<file path="src/rtl/seq_region_cfg_ctrl_pkg.sv">
// Shared types and width helpers for the sequential-region config controller.
package seq_cfg_pkg;

  typedef enum logic [1:0] {
    ST_RUN    = 2'd0,
    ST_DRAIN  = 2'd1,
    ST_UPDATE = 2'd2
  } cfg_state_e;

  function automatic int seq_bits_width(input int max_seq_bits);
    return $clog2(max_seq_bits + 1);
  endfunction

  function automatic int cnt_width(input int max_outstanding);
    return $clog2(max_outstanding + 1);
  endfunction

endpackage

</file>
<file path="src/rtl/seq_region_cfg_ctrl_if.sv">
// Config, request-gate and response signals of the region config controller.
interface seq_region_cfg_ctrl_if #(
  parameter int MaxSeqBits = 16
) ();
  import seq_cfg_pkg::*;

  localparam int SeqBitsWidth = seq_bits_width(MaxSeqBits);

  logic                    cfg_valid_i;
  logic [SeqBitsWidth-1:0] cfg_seq_bits_i;
  logic                    cfg_bypass_i;
  logic                    cfg_ready_o;
  logic                    cfg_err_o;
  logic                    req_valid_i;
  logic                    req_ready_o;
  logic                    req_valid_o;
  logic                    req_ready_i;
  logic                    rsp_valid_i;
  logic [SeqBitsWidth-1:0] seq_bits_o;
  logic                    bypass_o;
  logic                    busy_o;

  modport slave (
    input  cfg_valid_i, cfg_seq_bits_i, cfg_bypass_i,
    output cfg_ready_o, cfg_err_o,
    input  req_valid_i, output req_ready_o,
    output req_valid_o, input  req_ready_i,
    input  rsp_valid_i,
    output seq_bits_o, bypass_o, busy_o
  );

  modport master (
    output cfg_valid_i, cfg_seq_bits_i, cfg_bypass_i,
    input  cfg_ready_o, cfg_err_o,
    output req_valid_i, input  req_ready_o,
    input  req_valid_o, output req_ready_i,
    output rsp_valid_i,
    input  seq_bits_o, bypass_o, busy_o
  );

endinterface

</file>
<file path="src/rtl/seq_region_cfg_ctrl_outstanding_counter.sv">
// Saturating in-flight request counter; a response at zero is ignored.
module outstanding_counter #(
  parameter int MaxCount = 8,
  parameter int CntW     = 4
) (
  input  logic            clk_i,
  input  logic            rst_i,
  input  logic            inc_i,
  input  logic            dec_i,
  output logic            full_o,
  output logic            empty_o,
  output logic [CntW-1:0] count_o
);

  logic [CntW-1:0] cnt_q, cnt_d;
  logic            dec_eff;

  assign empty_o = (cnt_q == '0);
  assign full_o  = (cnt_q == CntW'(MaxCount));
  assign count_o = cnt_q;
  assign dec_eff = dec_i & ~empty_o;

  always_comb begin
    cnt_d = cnt_q;
    case ({inc_i, dec_eff})
      2'b10:   cnt_d = cnt_q + CntW'(1);
      2'b01:   cnt_d = cnt_q - CntW'(1);
      default: cnt_d = cnt_q;
    endcase
  end

  always_ff @(posedge clk_i) begin
    if (rst_i) cnt_q <= '0;
    else       cnt_q <= cnt_d;
  end

endmodule

</file>
<file path="src/rtl/seq_region_cfg_ctrl.sv">
// Drains in-flight requests before switching the scrambled region's per-tile
// sequential size / bypass mode, so no request sees a mixed mapping.
module seq_region_cfg_ctrl
  import seq_cfg_pkg::*;
#(
  parameter int NumTiles        = 4,
  parameter int ByteOffset      = 2,
  parameter int NumBanksPerTile = 16,
  parameter int MaxSeqBits      = 16,
  parameter int DefaultSeqBits  = 12,
  parameter int MaxOutstanding  = 8
) (
  input  logic                 clk_i,
  input  logic                 rst_i,
  seq_region_cfg_ctrl_if.slave bus
);

  localparam int SeqBitsWidth = seq_bits_width(MaxSeqBits);
  localparam int CntWidth     = cnt_width(MaxOutstanding);
  localparam int MinSeqBits   = ByteOffset + $clog2(NumBanksPerTile);

  localparam logic [1:0] S_RUN    = ST_RUN;
  localparam logic [1:0] S_DRAIN  = ST_DRAIN;
  localparam logic [1:0] S_UPDATE = ST_UPDATE;

  if (DefaultSeqBits < MinSeqBits || DefaultSeqBits > MaxSeqBits) begin : g_bad_default
    $fatal(1, "DefaultSeqBits outside legal range");
  end
  if (NumTiles < 2) begin : g_bad_tiles
    $fatal(1, "NumTiles must be at least 2");
  end
  if (MaxOutstanding < 1) begin : g_bad_outstanding
    $fatal(1, "MaxOutstanding must be at least 1");
  end

  function automatic logic cfg_legal(input logic [SeqBitsWidth-1:0] bits, input logic byp);
    return byp || ((int'(bits) >= MinSeqBits) && (int'(bits) <= MaxSeqBits));
  endfunction

  logic [1:0]              state_q, state_d;
  logic [SeqBitsWidth-1:0] seq_bits_q, pend_bits_q;
  logic                    bypass_q, pend_bypass_q;
  logic                    accept, cfg_ready, cfg_err;
  logic                    gate_open, cnt_inc, cnt_full, cnt_empty;
  logic [CntWidth-1:0]     cnt;

  assign gate_open       = (state_q == S_RUN) && !cnt_full;
  assign bus.req_valid_o = gate_open & bus.req_valid_i;
  assign bus.req_ready_o = gate_open & bus.req_ready_i;
  assign cnt_inc         = bus.req_valid_o & bus.req_ready_i;

  outstanding_counter #(
    .MaxCount (MaxOutstanding),
    .CntW     (CntWidth)
  ) u_cnt (
    .clk_i   (clk_i),
    .rst_i   (rst_i),
    .inc_i   (cnt_inc),
    .dec_i   (bus.rsp_valid_i),
    .full_o  (cnt_full),
    .empty_o (cnt_empty),
    .count_o (cnt)
  );

  always_comb begin
    state_d   = state_q;
    cfg_ready = 1'b0;
    cfg_err   = 1'b0;
    accept    = 1'b0;
    case (state_q)
      S_RUN: begin
        if (bus.cfg_valid_i) begin
          if (cfg_legal(bus.cfg_seq_bits_i, bus.cfg_bypass_i)) begin
            accept  = 1'b1;
            state_d = S_DRAIN;
          end else begin
            cfg_ready = 1'b1;
            cfg_err   = 1'b1;
          end
        end
      end
      S_DRAIN: begin
        // The last outstanding response may retire in this very cycle.
        if (cnt_empty || (cnt == CntWidth'(1) && bus.rsp_valid_i)) state_d = S_UPDATE;
      end
      S_UPDATE: begin
        cfg_ready = 1'b1;
        state_d   = S_RUN;
      end
      default: state_d = S_RUN;
    endcase
  end

  // A reset in the same cycle aborts the handshake entirely.
  assign bus.cfg_ready_o = cfg_ready & ~rst_i;
  assign bus.cfg_err_o   = cfg_err & ~rst_i;
  assign bus.busy_o      = (state_q != S_RUN);
  assign bus.seq_bits_o  = seq_bits_q;
  assign bus.bypass_o    = bypass_q;

  // Captured at acceptance so a requester dropping cfg_valid mid-drain is harmless.
  always_ff @(posedge clk_i) begin
    if (accept) begin
      pend_bits_q   <= bus.cfg_seq_bits_i;
      pend_bypass_q <= bus.cfg_bypass_i;
    end
  end

  always_ff @(posedge clk_i) begin
    if (rst_i) begin
      state_q    <= S_RUN;
      seq_bits_q <= SeqBitsWidth'(DefaultSeqBits);
      bypass_q   <= 1'b0;
    end else begin
      state_q <= state_d;
      if (state_q == S_UPDATE) begin
        seq_bits_q <= pend_bits_q;
        bypass_q   <= pend_bypass_q;
      end
    end
  end

endmodule

</file>
<file path="src/flat_wrapper.sv">
// flat-port wrapper written by rule: the top's interface ports become plain ports
module seq_region_cfg_ctrl_flat import seq_cfg_pkg::*;
#(
  parameter int NumTiles        = 4,
  parameter int ByteOffset      = 2,
  parameter int NumBanksPerTile = 16,
  parameter int MaxSeqBits      = 16,
  parameter int DefaultSeqBits  = 12,
  parameter int MaxOutstanding  = 8
)
  (clk_i, rst_i, bus_cfg_valid_i, bus_cfg_seq_bits_i, bus_cfg_bypass_i, bus_cfg_ready_o, bus_cfg_err_o, bus_req_valid_i, bus_req_ready_o, bus_req_valid_o, bus_req_ready_i, bus_rsp_valid_i, bus_seq_bits_o, bus_bypass_o, bus_busy_o);
  seq_region_cfg_ctrl_if #(.MaxSeqBits(MaxSeqBits)) bus_i ();
  input  logic clk_i;
  input  logic rst_i;
  input wire logic [$bits(bus_i.cfg_valid_i)-1:0] bus_cfg_valid_i;
  input wire logic [$bits(bus_i.cfg_seq_bits_i)-1:0] bus_cfg_seq_bits_i;
  input wire logic [$bits(bus_i.cfg_bypass_i)-1:0] bus_cfg_bypass_i;
  output wire logic [$bits(bus_i.cfg_ready_o)-1:0] bus_cfg_ready_o;
  output wire logic [$bits(bus_i.cfg_err_o)-1:0] bus_cfg_err_o;
  input wire logic [$bits(bus_i.req_valid_i)-1:0] bus_req_valid_i;
  output wire logic [$bits(bus_i.req_ready_o)-1:0] bus_req_ready_o;
  output wire logic [$bits(bus_i.req_valid_o)-1:0] bus_req_valid_o;
  input wire logic [$bits(bus_i.req_ready_i)-1:0] bus_req_ready_i;
  input wire logic [$bits(bus_i.rsp_valid_i)-1:0] bus_rsp_valid_i;
  output wire logic [$bits(bus_i.seq_bits_o)-1:0] bus_seq_bits_o;
  output wire logic [$bits(bus_i.bypass_o)-1:0] bus_bypass_o;
  output wire logic [$bits(bus_i.busy_o)-1:0] bus_busy_o;
  assign bus_i.cfg_valid_i = bus_cfg_valid_i;
  assign bus_i.cfg_seq_bits_i = bus_cfg_seq_bits_i;
  assign bus_i.cfg_bypass_i = bus_cfg_bypass_i;
  assign bus_cfg_ready_o = bus_i.cfg_ready_o;
  assign bus_cfg_err_o = bus_i.cfg_err_o;
  assign bus_i.req_valid_i = bus_req_valid_i;
  assign bus_req_ready_o = bus_i.req_ready_o;
  assign bus_req_valid_o = bus_i.req_valid_o;
  assign bus_i.req_ready_i = bus_req_ready_i;
  assign bus_i.rsp_valid_i = bus_rsp_valid_i;
  assign bus_seq_bits_o = bus_i.seq_bits_o;
  assign bus_bypass_o = bus_i.bypass_o;
  assign bus_busy_o = bus_i.busy_o;
  seq_region_cfg_ctrl #(.NumTiles(NumTiles), .ByteOffset(ByteOffset), .NumBanksPerTile(NumBanksPerTile), .MaxSeqBits(MaxSeqBits), .DefaultSeqBits(DefaultSeqBits), .MaxOutstanding(MaxOutstanding)) u_core (.clk_i(clk_i), .rst_i(rst_i), .bus(bus_i));
endmodule
</file>
<file path="config.mk">
export PLATFORM = sky130hd
export DESIGN_NAME = seq_region_cfg_ctrl_flat
export DESIGN_NICKNAME = d
export VERILOG_FILES = /design/src/rtl/seq_region_cfg_ctrl_pkg.sv /design/src/rtl/seq_region_cfg_ctrl_if.sv /design/src/rtl/seq_region_cfg_ctrl_outstanding_counter.sv /design/src/rtl/seq_region_cfg_ctrl.sv /design/src/flat_wrapper.sv
export SDC_FILE = /design/constraint.sdc
export NUM_CORES = 1
export LEC_CHECK = 0
export BUFFER_PORTS_ARGS = -buffer_cell sky130_fd_sc_hd__clkbuf_2
export CORE_MARGIN = 3
export CORE_UTILIZATION = 40
export CTS_BUF_LIST = sky130_fd_sc_hd__clkbuf_4
export CTS_CLUSTER_SIZE = 10
export DETAILED_ROUTE_END_ITERATION = 16
export PLACE_DENSITY = 0.72
export SETUP_SLACK_MARGIN = 0.15
export SYNTH_ARGS = -nofsm -noshare
export SYNTH_HDL_FRONTEND = slang
export SYNTH_SLANG_ARGS = --single-unit
</file>
<file path="constraint.sdc">
create_clock -name clk_i -period 3 [get_ports clk_i]
set_clock_uncertainty 0.15 [all_clocks]
set_input_delay 0.3 -clock clk_i [delete_from_list [all_inputs] [get_ports clk_i]]
set_output_delay 0.3 -clock clk_i [all_outputs]
set_load 0.02 [all_outputs]
</file>
# After elaboration in Yosys (flattened, before gate mapping)
# Index checks and enable logic that the tools add are counted.
[totals]
regBits = 18
out_inout_bits = 11
elab_cells = 50
[classes]
addsub = 2
magnitude_cmp = 2
n_eq_ne = 9
mux = 12
bitwise = 8
n_reduce_logical = 11
[ops]
columns = ["cell", "n"]
rows = [
  ["one-hot mux 4 bit (2 select lines)", 1],
  ["bitwise AND 1 bit", 6],
  ["2-to-1 mux 1 bit", 6],
  ["2-to-1 mux 2 bit", 3],
  ["greater-or-equal comparator 5 x 3 -> 1 bit (second input constant)", 1],
  ["less-or-equal comparator 5 bit (second input constant)", 1],
  ["adder 4 x 1 -> 4 bit (second input constant)", 1],
  ["== test 2 x 1 -> 1 bit (second input constant)", 2],
  ["== test 2 bit (second input constant)", 2],
  ["== test 4 x 1 -> 1 bit (second input constant)", 1],
  ["== test 4 bit (second input constant)", 1],
  ["zero test 4 bit", 1],
  ["!= test 2 bit (second input constant)", 2],
  ["one-hot mux 2 bit (2 select lines)", 1],
  ["nonzero test 2 bit", 2],
  ["subtractor 4 x 1 -> 4 bit (second input constant)", 1],
  ["logical AND 1 bit", 3],
  ["AND reduction 3 bit", 1],
  ["zero test 2 bit", 1],
  ["logical OR 1 bit", 2],
  ["!= test 2 x 1 -> 1 bit (second input constant)", 1],
  ["inverter 1 bit", 2],
  ["one-hot mux 1 bit (2 select lines)", 1],
  ["zero test 1 bit", 1],
]

# Longest topological paths before layout
# Gate-level depths: netlist (run 1).
[logic_depth]
depth_word = 7
mapped_depth = 10

# Modules after synthesis
# From an unflattened synthesis (run 1), not the netlist that was laid out.
[hier_totals]
cells_unflattened = 84
hier_area_um2 = 849.6
[modules_own_cells]
columns = ["module", "n_inst", "cells_per_inst", "area_per_inst_um2", "seq_area_each_um2"]
rows = [
  ["seq_region_cfg_ctrl", 1, 52, 579.3, 340.3],
  ["outstanding_counter", 1, 32, 270.3, 80.1],
]

# Worst setup path after synthesis (run 1)
# OpenSTA, ideal clock, no wires.
[synth_path]
path_kind = "reg-to-reg"
start = "reg u_core.u_cnt.cnt_q[1], in the netlist u_core.u_cnt.count_o[1]"
end = "reg u_core.u_cnt.cnt_q[3], in the netlist u_core.u_cnt.count_o[3]"
setup_time_ps = 117
arrival_ps = 1979
slack_ps = 754
path_stages_with_launch = 11
n_path_buf = 0
period_less_slack_ps = 2246
cell_sequence = "dfxtp_1 inv_1 ha_1 nand3b_1 and3_1 nand2_1 ha_1 or4b_1 a21oi_2 xnor2_1 nor2_1"
[synth_between]
elab_chain_cells = 7
[synth_lines]
columns = ["item", "line_no", "rtl"]
rows = [
  ["start: declaration", "seq_region_cfg_ctrl_outstanding_counter.sv:15", "logic [CntW-1:0] cnt_q, cnt_d;"],
  ["start signal: assignment", "seq_region_cfg_ctrl_outstanding_counter.sv:34", "else cnt_q <= cnt_d;"],
  ["== test 4 bit", "seq_region_cfg_ctrl_outstanding_counter.sv:19", "assign full_o = (cnt_q == CntW'(MaxCount));"],
  ["zero test 1 bit", "seq_region_cfg_ctrl.sv:47", "assign gate_open = (state_q == S_RUN) && !cnt_full;"],
  ["logical AND 1 bit", "seq_region_cfg_ctrl.sv:47", ""],
  ["bitwise AND 1 bit", "seq_region_cfg_ctrl.sv:48", "assign bus.req_valid_o = gate_open & bus.req_valid_i;"],
  ["bitwise AND 1 bit", "seq_region_cfg_ctrl.sv:50", "assign cnt_inc = bus.req_valid_o & bus.req_ready_i;"],
  ["== test 2 x 1 -> 1 bit or == test 2 bit (tied branches)", "seq_region_cfg_ctrl_outstanding_counter.sv:25", "case ({inc_i, dec_eff})"],
  ["one-hot mux 4 bit (2 select lines) or nonzero test 2 bit (tied branches)", "n/a", ""],
]
# Parallel ways exist; a longest one is shown, timed or not.
# A chain may end at the register's enable or synchronous reset.

# Final worst setup path (run 1)
# Same ends and word-level chain as after synthesis.

==> results.md, run 1 <==
Status:
- The flow ran to the end, and the final reports show no timing, DRC or antenna violations.

Placement:
- The detailed placer's ending HPWL is 1180 um.
- The congestion estimate from routability-driven global placement came to 0.722.
- The count of buffers from port buffering is 22.

Drt:
- The via count of the routed design is 635.
- The final layout contains routed wiring with a total length of 1520 um.
- The average routed wire per standard cell is 11.8 um.
- The first detailed-routing pass ran for 3 iterations.
- After detailed routing, the number of remaining DRC violations is 0.
- The detailed-route vias per instance is 4.92.
- Once detail routing completed, the nets flagged for antenna violations numbered 0.
- The number of DRC violations after detailed-routing iteration 0 is 9.

Synthesis:
- Yosys mapped a number of flops with a built-in enable equal to 6.
- The predominant post-synthesis flop cell is sky130_fd_sc_hd__dfxtp_1.
- After synthesis, the share of flip-flops with an asynchronous set or reset is 0%.
- The combined area of all synthesized cells is 815 um^2.
- Sequential cells were found to cover 51.6% of the synthesized design area.
- The number of different library cells used by synthesis comes to 26.
- When the netlist entered floorplanning its net count stood at 96.
- sky130_fd_sc_hd__dfxtp_1 is the most common cell in the netlist.
- The cell count after synthesis is 80.
- The most area-hungry cell type in the Yosys netlist is sky130_fd_sc_hd__dfxtp_1.
- Yosys attributes the largest share of cell area to sky130_fd_sc_hd__dfxtp_1 (29%), sky130_fd_sc_hd__edfxtp_1 (22%), sky130_fd_sc_hd__ha_1 (6.1%), sky130_fd_sc_hd__mux2i_1 (6.1%), sky130_fd_sc_hd__nor2_1 (5.1%).
- Averaged over all synthesized cells, the footprint is 10.2 um^2.
- During synthesis, Yosys emitted a total of 0 warnings.
- The top-area cell type share of the netlist area is 29.5%.
- By count the netlist is led by sky130_fd_sc_hd__dfxtp_1 (12), sky130_fd_sc_hd__nor2_1 (11), sky130_fd_sc_hd__edfxtp_1 (6), sky130_fd_sc_hd__inv_1 (6), sky130_fd_sc_hd__mux2i_1 (5).
- In this run, synthesis produced a sequential element count of 18.

Critical path:
- The capturing point of the worst reg2reg path is u_core.u_cnt.count_o[3]$_SDFFE_PP0P_.
- The depth of the worst register-to-register path is 10.
- The endpoint arrival time on the critical path is 2.34 ns.
- The beginning of the worst register-to-register path is u_core.u_cnt.count_o[1]$_SDFFE_PP0P_.
- In this run the worst path has a maximum fanout of 4.
- The critical path class is flop to flop.
- The startpoint kind of the worst setup timing path is a flop.
- At the worst endpoint, the required time is 3.03 ns.
- STA classifies the critical path endpoint as a flop.
- Setup slack on the worst reg-to-reg path comes out at 0.69 ns.

Clocking:
- Clock-pin slew was measured on the worst setup and hold paths at 0.10 ns.
- The clock insertion delay at the later pin of the skew report is 0.29 ns.
- In this run the number of H-tree levels came out at 1.
- CTS saw 18 sinks.
- The TritonCTS clock tree is yes.
- Gates resized during post-CTS repair numbered 0.
- Post-CTS timing repair inserted 0 buffers for setup.
- The longest clock path from root to sink contains 2 buffers.
- The clock tree root driver cell is sky130_fd_sc_hd__clkbuf_4.
- The number of buffers added to fix hold violations after cts is 0.
- Buffers inserted during clock tree synthesis total 3.

Timing:
- The count of endpoints failing setup in the final report is 0.
- The remaining max-slew budget at the tightest pin is 52.2%.
- The summed negative setup slack over all endpoints is 0 ns.
- Final hold analysis gives a worst-case slack of 0.0467 ns.
- The number of pins exceeding their max-slew limit in the final report came to 0.
- Setup repair after global routing left no endpoint under its margin.
- The final critical path time including I/O delays and setup is 2.31 ns.
- The final cycle utilization of the critical path is 77.1%.
- Timing would allow up to 432 MHz.
- The number of hold violations in the final report is 0.
- The measured slew at the worst slew-check pin is 0.715 ns.

Global route:
- The via count of the first global-routing pass was 612.
- The initial antenna violation count came to 0.
- Global routing finished with a remaining overflow of 0.
- Entering global routing, the biggest net connects 13 pins.
- In the global route stage, overall resource usage came out at 12.8%.
- The wire length of the first global-routing pass is 2530 um.

Pwr:
- Across the VDD grid, the largest voltage drop is 0.349 mV.
- Dividing total power by cell area gives a power density of 715 mW/mm^2.
- The leakage component of the power is 0.425 nW.

Run:
- The number of violations of the max-capacitance limit is 0.

Die:
- Pin placement for this block handled 23 I/O pins.
- The area of the core region is 0.00182 mm^2.
- For this configuration, the core starts out at a cell density of 44.7%.
- The height of the chip is 51.1 um.
- The die is 51.1 um wide.
- The placement row count is 15.
- The floorplan die area is 0.00261 mm^2.

Layout:
- The filler cell count is 193.
- Cells with a size suffix above 1 make up 25.0% of the layout.
- The count of antenna diodes in the layout is 0.
- Relative to the synthesized area, the layout overhead comes to 19.4%.
- The number of nets in the finished design is 121.

Hold path:
- The number of cells traversed by the worst hold path is 1.
- In this run the worst hold path is classified as input port to flop.
- The endpoint with the worst hold slack is u_core.pend_bits_q[0]$_DFFE_PP_.
- The worst hold path begins at bus_cfg_seq_bits_i[0].
[routing by layer]
layer | global-route usage, % | wire length [um] | vias up
met2 | 21.7 | 793 | 10
li1 | - | - | 330
met4 | 5.38 | 0 | 0
met5 | 0 | 0 | -
met1 | 15.5 | 664 | 295
met3 | 2.62 | 60 | 0
[sequential cells by signal, summed over array words and instances, names as in the netlist]
signal and cells:
u_core.bus.seq_bits_o 5, u_core.pend_bits_q 5, u_core.u_cnt.count_o 4, u_core.state_q 2
u_core.bus.bypass_o 1, u_core.pend_bypass_q 1
[where the power goes]
group / internal, mW / switching, mW / total (mW)
logic: 0.108 / 0.144 / 0.252
clock network: 0.0483 / 0.0704 / 0.119
registers: 0.290 / 0.0341 / 0.325
total: 0.446 / 0.249 / 0.695
[cells in the final DEF, fill, tap and decap left out, drive strengths merged]
| master | netlist | routed |
|---|---|---|
| a31oi | 1 | 1 |
| a211oi | 1 | 1 |
| nand4b | 1 | 1 |
| xnor2 | 1 | 1 |
| clkbuf | 0 | 25 |
| or4b | 1 | 1 |
| or3 | 1 | 1 |
| o21ai | 3 | 3 |
| nand2 | 4 | 4 |
| and3 | 4 | 4 |
| mux2i | 5 | 5 |
| nor2 | 11 | 11 |
| nand3b | 1 | 1 |
| nand3 | 1 | 1 |
| xor2 | 2 | 2 |
| clkinv | 0 | 1 |
| edfxtp | 6 | 6 |
| nor3 | 2 | 2 |
| dfxtp | 12 | 12 |
| a211o | 2 | 2 |
| o31a | 1 | 1 |
| nor2b | 3 | 3 |
| inv | 6 | 6 |
| a21oi | 4 | 4 |
| o2bb2ai | 1 | 1 |
| ha | 4 | 4 |
[how the worst max path moves through the flow]
| stage | from | end | slack (ns) |
|---|---|---|---|
| after floorplan | u_core.u_cnt.count_o[1]$_SDFFE_PP0P_ | u_core.u_cnt.count_o[3]$_SDFFE_PP0P_ | 0.75 |
| after global placement | u_core.u_cnt.count_o[1]$_SDFFE_PP0P_ | u_core.u_cnt.count_o[3]$_SDFFE_PP0P_ | 0.77 |
| after detailed placement | u_core.u_cnt.count_o[1]$_SDFFE_PP0P_ | u_core.u_cnt.count_o[3]$_SDFFE_PP0P_ | 0.72 |
| after CTS | u_core.u_cnt.count_o[1]$_SDFFE_PP0P_ | u_core.u_cnt.count_o[3]$_SDFFE_PP0P_ | 0.69 |
| after global routing | u_core.u_cnt.count_o[1]$_SDFFE_PP0P_ | u_core.u_cnt.count_o[3]$_SDFFE_PP0P_ | 0.53 |
| final | u_core.u_cnt.count_o[1]$_SDFFE_PP0P_ | u_core.u_cnt.count_o[3]$_SDFFE_PP0P_ | 0.69 |
[logic make-up after synthesis]
logic type	share of synthesized area (%)
simple gates	18.1
flops	51.6
compound gates	10.8
buf+inv	3.99
mux	6.14
fa+ha+maj	6.14
xor+xnor	3.23
[final cells by class]
class / count / area, um^2 / share of cell area, %
inverters: 6 / 22.5 / 2.32
clock inverters: 1 / 3.75 / 0.386
repair buffers: 22 / 110 / 11.3
multi-input cells: 54 / 362 / 37.2
well taps: 25 / 31.3 / 3.22
flip-flops and latches: 18 / 420 / 43.2
clock buffers: 3 / 22.5 / 2.32
[per-stage QoR]
step / power (mW) / worst slack, ns / instances / utilization, % / instance area (um^2)
3_5_place_dp: 0.580 / 0.718 / 125 / 52.0 / 946
5_1_grt: 0.751 / 0.529 / 129 / 53.4 / 972
3_3_place_gp: 0.574 / 0.765 / 125 / 52.0 / 946
6_report: 0.695 / 0.686 / 129 / 53.4 / 972
4_1_cts: 0.703 / 0.687 / 129 / 53.4 / 972
2_1_floorplan: 0.516 / 0.754 / 80 / - / 815
[worst max-delay path: stages, from the launching register on]
cell and delay, ns:
sky130_fd_sc_hd__dfxtp_1 0.36, sky130_fd_sc_hd__inv_1 0.11, sky130_fd_sc_hd__ha_1 0.23, sky130_fd_sc_hd__nand3b_1 0.10, sky130_fd_sc_hd__and3_1 0.18, sky130_fd_sc_hd__nand2_1 0.07, sky130_fd_sc_hd__ha_1 0.21, sky130_fd_sc_hd__or4b_1 0.47
sky130_fd_sc_hd__a21oi_2 0.16, sky130_fd_sc_hd__xnor2_1 0.12, sky130_fd_sc_hd__nor2_1 0.05
Power figures use the tool's default switching activity.
==> inputs of run 2 (changes only) <==
--- a/config.mk
+++ b/config.mk
@@ -5,6 +5,7 @@
 export SDC_FILE = /design/constraint.sdc
 export NUM_CORES = 1
 export LEC_CHECK = 0
+export ABC_AREA = 1
 export BUFFER_PORTS_ARGS = -buffer_cell sky130_fd_sc_hd__clkbuf_2
 export CORE_MARGIN = 3
 export CORE_UTILIZATION = 40
==> constraint.sdc (replaced) <==
create_clock -name clk_i -period 2.35 [get_ports clk_i]
set_clock_uncertainty 0.15 [all_clocks]
set_input_delay 0.235 -clock clk_i [delete_from_list [all_inputs] [get_ports clk_i]]
set_output_delay 0.235 -clock clk_i [all_outputs]
set_load 0.02 [all_outputs]
==> run 2 against run 1 <==
Compared with the run above:
- final cell count grew 26%
- area after synthesis up 2.3%
- cell area is 8.9% higher
- global-route usage grew 0.89 points
- register-to-register slack lost 0.35 ns
- synthesized cell count is 33% higher
- die area is 2.0% higher
- fmax up 15%
- non-clock buffer count rose by 5
- total power is 30% higher
- clock-buffer cell count unchanged
- combinational power rose by 35%
- critical path type unchanged
- highest routed layer is now met4
==> results.md, run 2 <==
Die:
- Once the floorplan was initialized, standard cells occupied 45.3% of the core.
- After floorplanning, the core was divided into 15 placement rows.
- The area of the core region is 0.00184 mm^2.
- The floorplan step defined a die boundary enclosing 0.00267 mm^2.
- The height of the chip is 51.6 um.
- 23 I/O pins were placed.
- In this run the horizontal extent of the chip is 51.6 um.

Critical path:
- The largest fanout of any net on the critical path is 5.
- At the worst endpoint, the arrival time is 2.06 ns.
- STA classifies the critical path startpoint as a flop.
- The critical path class is flop to flop.
- The required time at the endpoint of the critical path is 2.40 ns.
- The endpoint kind of the worst setup timing path is a flop.

Synthesis:
- The most area-hungry cell type in the Yosys netlist is sky130_fd_sc_hd__dfxtp_1.
- The number of warnings reported in the yosys synthesis log is 0.
- Sequential elements use 50.5% of the synthesized area.
- Sorting the synthesized cells by area gives the leading types as sky130_fd_sc_hd__dfxtp_1 (29%), sky130_fd_sc_hd__edfxtp_1 (22%), sky130_fd_sc_hd__nor2_1 (9.5%), sky130_fd_sc_hd__nand2_1 (7.2%), sky130_fd_sc_hd__inv_1 (6.3%).
- The predominant post-synthesis flop cell is sky130_fd_sc_hd__dfxtp_1.
- The number of synthesized flops with an enable pin is 6.
- The top-area cell type share of the netlist area is 28.8%.
- The leading cell type by number of instances after synthesis is sky130_fd_sc_hd__nor2_1.
- The synthesized netlist net count is 122.
- The synthesized netlist occupies a cell area of 833 um^2.
- The cell count after synthesis is 106.
- After synthesis, the mean cell area works out to 7.86 um^2.
- After synthesis, the share of flip-flops with an asynchronous set or reset is 0%.
- In this run, distinct cell masters in the synthesized netlist total 18.
- In this run, synthesis produced a sequential element count of 18.
- By count the netlist is led by sky130_fd_sc_hd__nor2_1 (21), sky130_fd_sc_hd__nand2_1 (16), sky130_fd_sc_hd__inv_1 (14).

Pwr:
- The combinational power share is 37.4%.
- The ratio of total power to cell area is 855 mW/mm^2.
- The reported net switching power is 0.338 mW.
- The sequential fraction of design power is 45.3%.
- The power consumption is 0.905 mW.
- The clock network burns 17.3% of the power.
- The internal power of the cells totals 0.567 mW.
- For this design the static power due to leakage is 0.523 nW.
- The fraction of power spent switching nets is 37.3%.
- IR analysis of the VDD net gives a maximum drop of 0.737 mV.

Layout:
- The fraction of final layout cells sized beyond drive strength 1 is 26.3%.
- The most frequent standard cell in the layout excluding fill and tap cells is sky130_fd_sc_hd__clkbuf_2.
- The final layout contains 154 nets.
- The area used by multi-input combinational logic is 347 um^2.
- Fill cells in the final layout number 184.
- The count of non-filler cells in the finished layout is 162.
- The count of antenna diodes in the layout is 0.
- Summing all flip-flop and latch instances after layout gives 423 um^2.
- Leaving out fill and tap cells, the most frequent cells in the layout are sky130_fd_sc_hd__clkbuf_2 (22), sky130_fd_sc_hd__nor2_1 (20), sky130_fd_sc_hd__nand2_1 (16).
- Compared with the post-synthesis result, the final layout area differs by 27.0%.
- The area of all placed cells without fillers is 0.00106 mm^2.

Drt:
- Once detail routing completed, the nets flagged for antenna violations numbered 0.
- The average routed wire per standard cell is 9.75 um.
- Summed over all layers, the routed wires come to 1580 um.
- Using the TritonRoute via totals, the vias-per-cell ratio works out to 4.49.
- The length of the first detailed-routing pass in iterations is 4.
- The number of DRC violations after detailed-routing iteration 0 is 10.
- The post-route DRC violation count is 0.
- The detailed router placed 728 vias in this run.

Placement:
- Summing all placed instances gives a cell area of 975 um^2.
- Timing analysis after detailed placement gives a worst setup slack of 0.233 ns.
- After detailed placement, the design holds a cell count of 153.
- Buffers placed on the I/O ports in this run total 22.
- The detailed placer's ending HPWL is 1180 um.
- The final weighted congestion in routability-driven placement is 0.955.

Timing:
- The count of endpoints failing setup in the final report is 0.
- The number of hold violations in the final report is 0.
- For this run, the top clock speed supported by timing is 498 MHz.
- The summed negative setup slack over all endpoints is 0 ns.
- The final critical-path setup slack is 0.341 ns.
- Setup repair after global routing left no endpoint under its margin.
- The measured slew at the worst slew-check pin is 0.244 ns.
- The number of pins exceeding their max-slew limit in the final report is 0.
- Dividing the final minimum period by the clock period gives 85.5%.
- The final critical path time including I/O delays and setup is 2.01 ns.
- In this run the tightest slew margin relative to its limit is 83.7%.

Clocking:
- TritonCTS built the clock tree.
- In this run the number of H-tree levels came out at 1.
- The clock tree root driver cell is sky130_fd_sc_hd__clkbuf_4.
- Clock tree synthesis inserted a total of 3 buffers.
- The later pin in the worst-skew pair is clocked with a latency of 0.29 ns.
- After clock tree synthesis, the clock-pin slew on the worst setup and hold paths is 0.10 ns.
- The maximum buffer depth of the clock tree is 2.
- The number of setup buffers added after CTS is 0.
- The clock sink count is 18.

Global route:
- The overflow left after global routing is 0.
- The initial antenna violation count is 0.
- The first global-routing pass estimated 2760 um of wire.
- The pin count of the biggest net entering global routing is 11.
- The via count of the first global-routing pass came to 659.
- The total routing usage reported by global routing is 13.7%.

Status:
- The flow ran to the end, and the final reports show no timing, DRC or antenna violations.

Hold path:
- The tightest min-delay check is of the input port to flop type.

Run:
- Max-cap violations in this run came to 0.
==> run 2: final cells by class <==
type | instances | area share, %
sequential | 18 | 40.0
multi-input combinational | 69 | 32.7
timing repair buffer | 27 | 15.1
inverter | 19 | 6.74
tap | 25 | 2.96
clock buffer | 3 | 2.13
clock inverter | 1 | 0.355
==> run 2: metrics by stage <==
stage	hold WS (ns)	util, %
6_report	0.0250	57.6
4_1_cts	0.0204	57.1
5_1_grt	0.0133	57.6
3_3_place_gp	0.281	53.0
2_1_floorplan	0.154	-
3_5_place_dp	0.282	53.0
==> run 2: worst paths after layout <==
check | slack [ns] | endpoint | from | cells after the start
setup / recovery | 0.34 | u_core.u_cnt.count_o[3]$_SDFFE_PP0P_ | u_core.u_cnt.count_o[0]$_SDFFE_PP0P_ | 12
hold / removal | 0.02 | u_core.pend_bits_q[3]$_DFFE_PP_ | bus_cfg_seq_bits_i[3] | 1
setup reg to reg | 0.34 | u_core.u_cnt.count_o[3]$_SDFFE_PP0P_ | u_core.u_cnt.count_o[0]$_SDFFE_PP0P_ | 12
hold reg to reg | 0.30 | u_core.bus.seq_bits_o[3]$_SDFFE_PP1P_ | u_core.pend_bits_q[3]$_DFFE_PP_ | 2
==> run 2: power groups by stage <==
| stage | Clock, mW | Combinational [mW] | Sequential, mW |
|---|---|---|---|
| after CTS | 0.165 | 0.331 | 0.408 |
| final | 0.156 | 0.339 | 0.410 |
| after detailed placement | 0 | 0.323 | 0.415 |
| after global routing | 0.177 | 0.385 | 0.416 |
| after floorplan | 0 | 0.230 | 0.422 |
| after global placement | 0 | 0.319 | 0.412 |
==> run 2: cell families after synthesis <==
kind of cell,count (synthesis),synth area share (%)
flops,18,50.5
fa+ha+maj,4,6.01
xor+xnor,1,1.05
compound gates,13,8.11
buf+inv,19,8.56
simple gates,51,25.8
==> run 2: repair_timing <==
| action | in CTS | in global routing |
|---|---|---|
| setup endpoints to repair | 0 | 2 |
| hold buffers | 5 | 0 |
| endpoints found under the hold margin | 5 | 0 |
| gates resized for setup | 0 | 4 |
==> run 2: metal layers <==
| metal | track usage [%] | part of all wire (%) |
|---|---|---|
| met2 | 19.7 | 43 |
| met5 | 0 | 0 |
| met1 | 18.0 | 48 |
| met3 | 5.73 | 6.9 |
| met4 | 5.24 | 2.5 |
==> run 2: critical path, stage by stage, from the launching register on <==
cell and delay (ns):
sky130_fd_sc_hd__dfxtp_2 0.37, sky130_fd_sc_hd__inv_2 0.06, sky130_fd_sc_hd__ha_1 0.23, sky130_fd_sc_hd__nand3_1 0.10, sky130_fd_sc_hd__nand3_1 0.09, sky130_fd_sc_hd__nor2_1 0.14
sky130_fd_sc_hd__nand2_1 0.07, sky130_fd_sc_hd__ha_2 0.37, sky130_fd_sc_hd__inv_1 0.07, sky130_fd_sc_hd__nand4_1 0.10, sky130_fd_sc_hd__nand3_1 0.07, sky130_fd_sc_hd__nand2_1 0.06
sky130_fd_sc_hd__nor2_1 0.04
==> inputs of run 3 (changes only) <==
--- a/config.mk
+++ b/config.mk
@@ -12,6 +12,7 @@
 export CTS_BUF_LIST = sky130_fd_sc_hd__clkbuf_4
 export CTS_CLUSTER_SIZE = 10
 export DETAILED_ROUTE_END_ITERATION = 16
+export GPL_TIMING_DRIVEN = 0
 export PLACE_DENSITY = 0.72
 export SETUP_SLACK_MARGIN = 0.15
 export SYNTH_ARGS = -nofsm -noshare
==> run 3 against run 2 <==
Compared with the run above:
- register-to-register slack gained 0.03 ns
- via count grew 3.3%
- sequential power is essentially flat
- final cell count is the same
- die area is the same
- cell area grew 1.5%
- sequential cell count is the same
- hold slack lost 0.0094 ns
- critical endpoint unchanged
- largest cell class unchanged
- largest power group unchanged
==> results.md, run 3 (synthesis gave the netlist of run 2 again) <==
Timing:
- The number of hold violations in the final report came to 0.
- Setup repair after global routing left no endpoint under its margin.
- After routing, the total negative slack on setup checks comes to 0 ns.
- For the pin with the worst max-slew slack, the measured transition is 0.360 ns.
- For the finished layout, the period the worst path requires is 1.98 ns.
- The count of endpoints failing setup in the final report is 0.
- The minimum hold slack is 0.0156 ns.
- Derived from the worst setup path, the maximum achievable clock frequency is 504 MHz.
- The worst pin sits at a relative slew slack of 75.8%.
- The final cycle utilization of the critical path is 84.4%.
- The number of pins exceeding their max-slew limit in the final report is 0.

Layout:
- Leaving out fill and tap cells, the most frequent cells in the layout are sky130_fd_sc_hd__clkbuf_2 (22), sky130_fd_sc_hd__nor2_1 (19), sky130_fd_sc_hd__nand2_1 (16).
- Cells with a size suffix above 1 make up 27.7% of the layout.
- The most frequent standard cell in the layout excluding fill and tap cells is sky130_fd_sc_hd__clkbuf_2.
- The utilization of the core after routing is 58.4%.
- The repair_antennas step left the layout with diodes totalling 0.
- From synthesis to final layout, the design area changed by 29.0%.
- At the end of the flow, the number of nets in the layout was 154.
- The count of non-filler cells in the finished layout is 162.

Clocking:
- The clock insertion delay at the later pin of the skew report is 0.29 ns.
- The clock passes through at most 2 buffers.
- TritonCTS built the clock tree.
- Clock-pin slew was measured on the worst setup and hold paths at 0.10 ns.
- The post-CTS setup-driven buffer insertion count is 0.
- The clock tree root driver cell is sky130_fd_sc_hd__clkbuf_4.
- The clock drives 18 sinks.
- TritonCTS created 3 clock buffers.
- The number of levels the H-tree was split into is 1.

Drt:
- The average routed wire per standard cell is 9.95 um.
- Using the TritonRoute via totals, the vias-per-cell ratio works out to 4.64.
- For this run, design rule violations remaining after detail routing come to 0.
- The count of nets left with antenna violations after detail routing is 0.
- The first detailed-routing pass took 4 iterations.
- The number of DRC violations after detailed-routing iteration 0 is 18.
- The via count of the routed design is 752.
- The routed design has 1610 um of wire.

Die:
- The floorplan die area is 0.00267 mm^2.
- The placement row count is 15.
- 23 I/O pins were placed.
- The floorplan step set the die width to 51.6 um.
- The region available for standard cell placement spans 0.00184 mm^2.
- The height of the chip is 51.6 um.
- Once the floorplan was initialized, standard cells occupied 45.3% of the core.

Hold path:
- The path with the worst hold slack has its endpoint at u_core.pend_bits_q[3]$_DFFE_PP_.
- The tightest min-delay check is of the input port to flop type.
- In this run the most critical hold path is launched from bus_cfg_seq_bits_i[3].
- Counting instances, the worst hold path has a depth of 1.

Critical path:
- Data on the critical path is required at its endpoint by 2.39 ns.
- For flop-to-flop paths, the worst setup slack is 0.37 ns.
- The startpoint kind of the worst setup timing path is a flop.
- In this run the critical register-to-register path is captured at u_core.u_cnt.count_o[3]$_SDFFE_PP0P_.
- Of all nets on the critical path, the largest fanout is 5.
- The worst register-to-register path begins at u_core.u_cnt.count_o[0]$_SDFFE_PP0P_.
- STA classifies the critical path endpoint as a flop.
- The number of cells on the worst reg-to-reg path is 11.
- The critical path class is flop to flop.
- For the worst setup path, the data arrival time is 2.02 ns.

Global route:
- The via count of the first global-routing pass is 648.
- In the global route stage, overall resource usage came out at 13.8%.
- The initial antenna violation count is 0.
- The pin count of the biggest net entering global routing is 11.
- Summed over all layers, the global routing overflow is 0.
- The first global-routing pass estimated 2700 um of wire.

Placement:
- At the end of routability-driven placement, the weighted congestion stood at 0.838.
- The count of buffers from port buffering is 22.
- The post-placement cell count is 153.
- Detailed placement finished with a half-perimeter wire length of 1170 um.

Run:
- The tool flagged a number of max-cap violations equal to 0.

Pwr:
- The worst voltage drop across the vdd grid is 0.503 mV.
- In this run the power density over the cells is 877 mW/mm^2.
- In this run the static leakage power is 0.528 nW.

Status:
- The flow ran to the end, and the final reports show no timing, DRC or antenna violations.
==> run 3: changes by cell type in the layout (fill, tap and decap cells not counted) <==
| cell | before | now |
|---|---|---|
| sky130_fd_sc_hd__nor2_1 | 20 | 19 |
| sky130_fd_sc_hd__clkbuf_4 | 3 | 4 |
| sky130_fd_sc_hd__ha_2 | 1 | 0 |
| sky130_fd_sc_hd__nor2_2 | 2 | 3 |
| sky130_fd_sc_hd__clkinv_1 | 1 | 0 |
| sky130_fd_sc_hd__ha_4 | 0 | 1 |
==> run 3: cell type report <==
class                      count  area, um^2
fill                         188         764
sequential                    18         423
multi-input combinational     69         359
timing repair buffer          27         160
inverter                      19        71.3
tap                           25        31.3
clock buffer                   4        30.0
==> run 3: metrics by stage <==
step / worst slack [ns] / total power [mW] / cell area, um^2
after floorplan: 0.153 / 0.652 / 833
after global placement: 0.269 / 0.724 / 975
after detailed placement: 0.223 / 0.737 / 975
after CTS: 0.203 / 0.912 / 1050
after global routing: 0.181 / 1.02 / 1070
final: 0.366 / 0.942 / 1070
==> run 3: how the worst max path moves through the flow <==
stage / from / to / slack (ns) / cells after the start
floorplan: u_core.u_cnt.count_o[0]$_SDFFE_PP0P_ / u_core.u_cnt.count_o[3]$_SDFFE_PP0P_ / 0.15 / 11
global placement: u_core.u_cnt.count_o[0]$_SDFFE_PP0P_ / u_core.u_cnt.count_o[3]$_SDFFE_PP0P_ / 0.27 / 11
detailed placement: u_core.u_cnt.count_o[0]$_SDFFE_PP0P_ / u_core.u_cnt.count_o[3]$_SDFFE_PP0P_ / 0.22 / 11
CTS: u_core.u_cnt.count_o[0]$_SDFFE_PP0P_ / u_core.u_cnt.count_o[3]$_SDFFE_PP0P_ / 0.20 / 11
global route: u_core.u_cnt.count_o[0]$_SDFFE_PP0P_ / u_core.u_cnt.count_o[3]$_SDFFE_PP0P_ / 0.18 / 11
finish: u_core.u_cnt.count_o[0]$_SDFFE_PP0P_ / u_core.u_cnt.count_o[3]$_SDFFE_PP0P_ / 0.37 / 11
==> run 3: timing repair <==
item | CTS | global route
hold buffers | 5 | 0
gates resized for setup | 0 | 6
setup endpoints to repair | 0 | 4
hold endpoints to repair | 5 | 0
==> run 3: routing by layer <==
metal | wire [um] | track usage, % | share of wire, %
met1 | 748 | 17.4 | 46
met2 | 734 | 21.4 | 46
met3 | 104 | 3.44 | 6.5
met4 | 25 | 7.86 | 1.6
met5 | 0 | 0 | 0
==> run 3: critical path, cell delays in order, from the launching register on <==
cell and delay (ns):
sky130_fd_sc_hd__dfxtp_2 0.37, sky130_fd_sc_hd__inv_2 0.06, sky130_fd_sc_hd__ha_1 0.24, sky130_fd_sc_hd__nand3_1 0.10, sky130_fd_sc_hd__nand3_1 0.11, sky130_fd_sc_hd__nor2_2 0.11
sky130_fd_sc_hd__nand2_1 0.10, sky130_fd_sc_hd__ha_4 0.25, sky130_fd_sc_hd__nor2_2 0.12, sky130_fd_sc_hd__nand2_1 0.08, sky130_fd_sc_hd__a21oi_1 0.14, sky130_fd_sc_hd__nor2_1 0.06
==> run 3: report_power, final <==
group | switching, mW | internal, mW | total (mW)
clock network | 0.0915 | 0.0775 | 0.169
registers | 0.0357 | 0.375 | 0.411
logic | 0.218 | 0.144 | 0.362
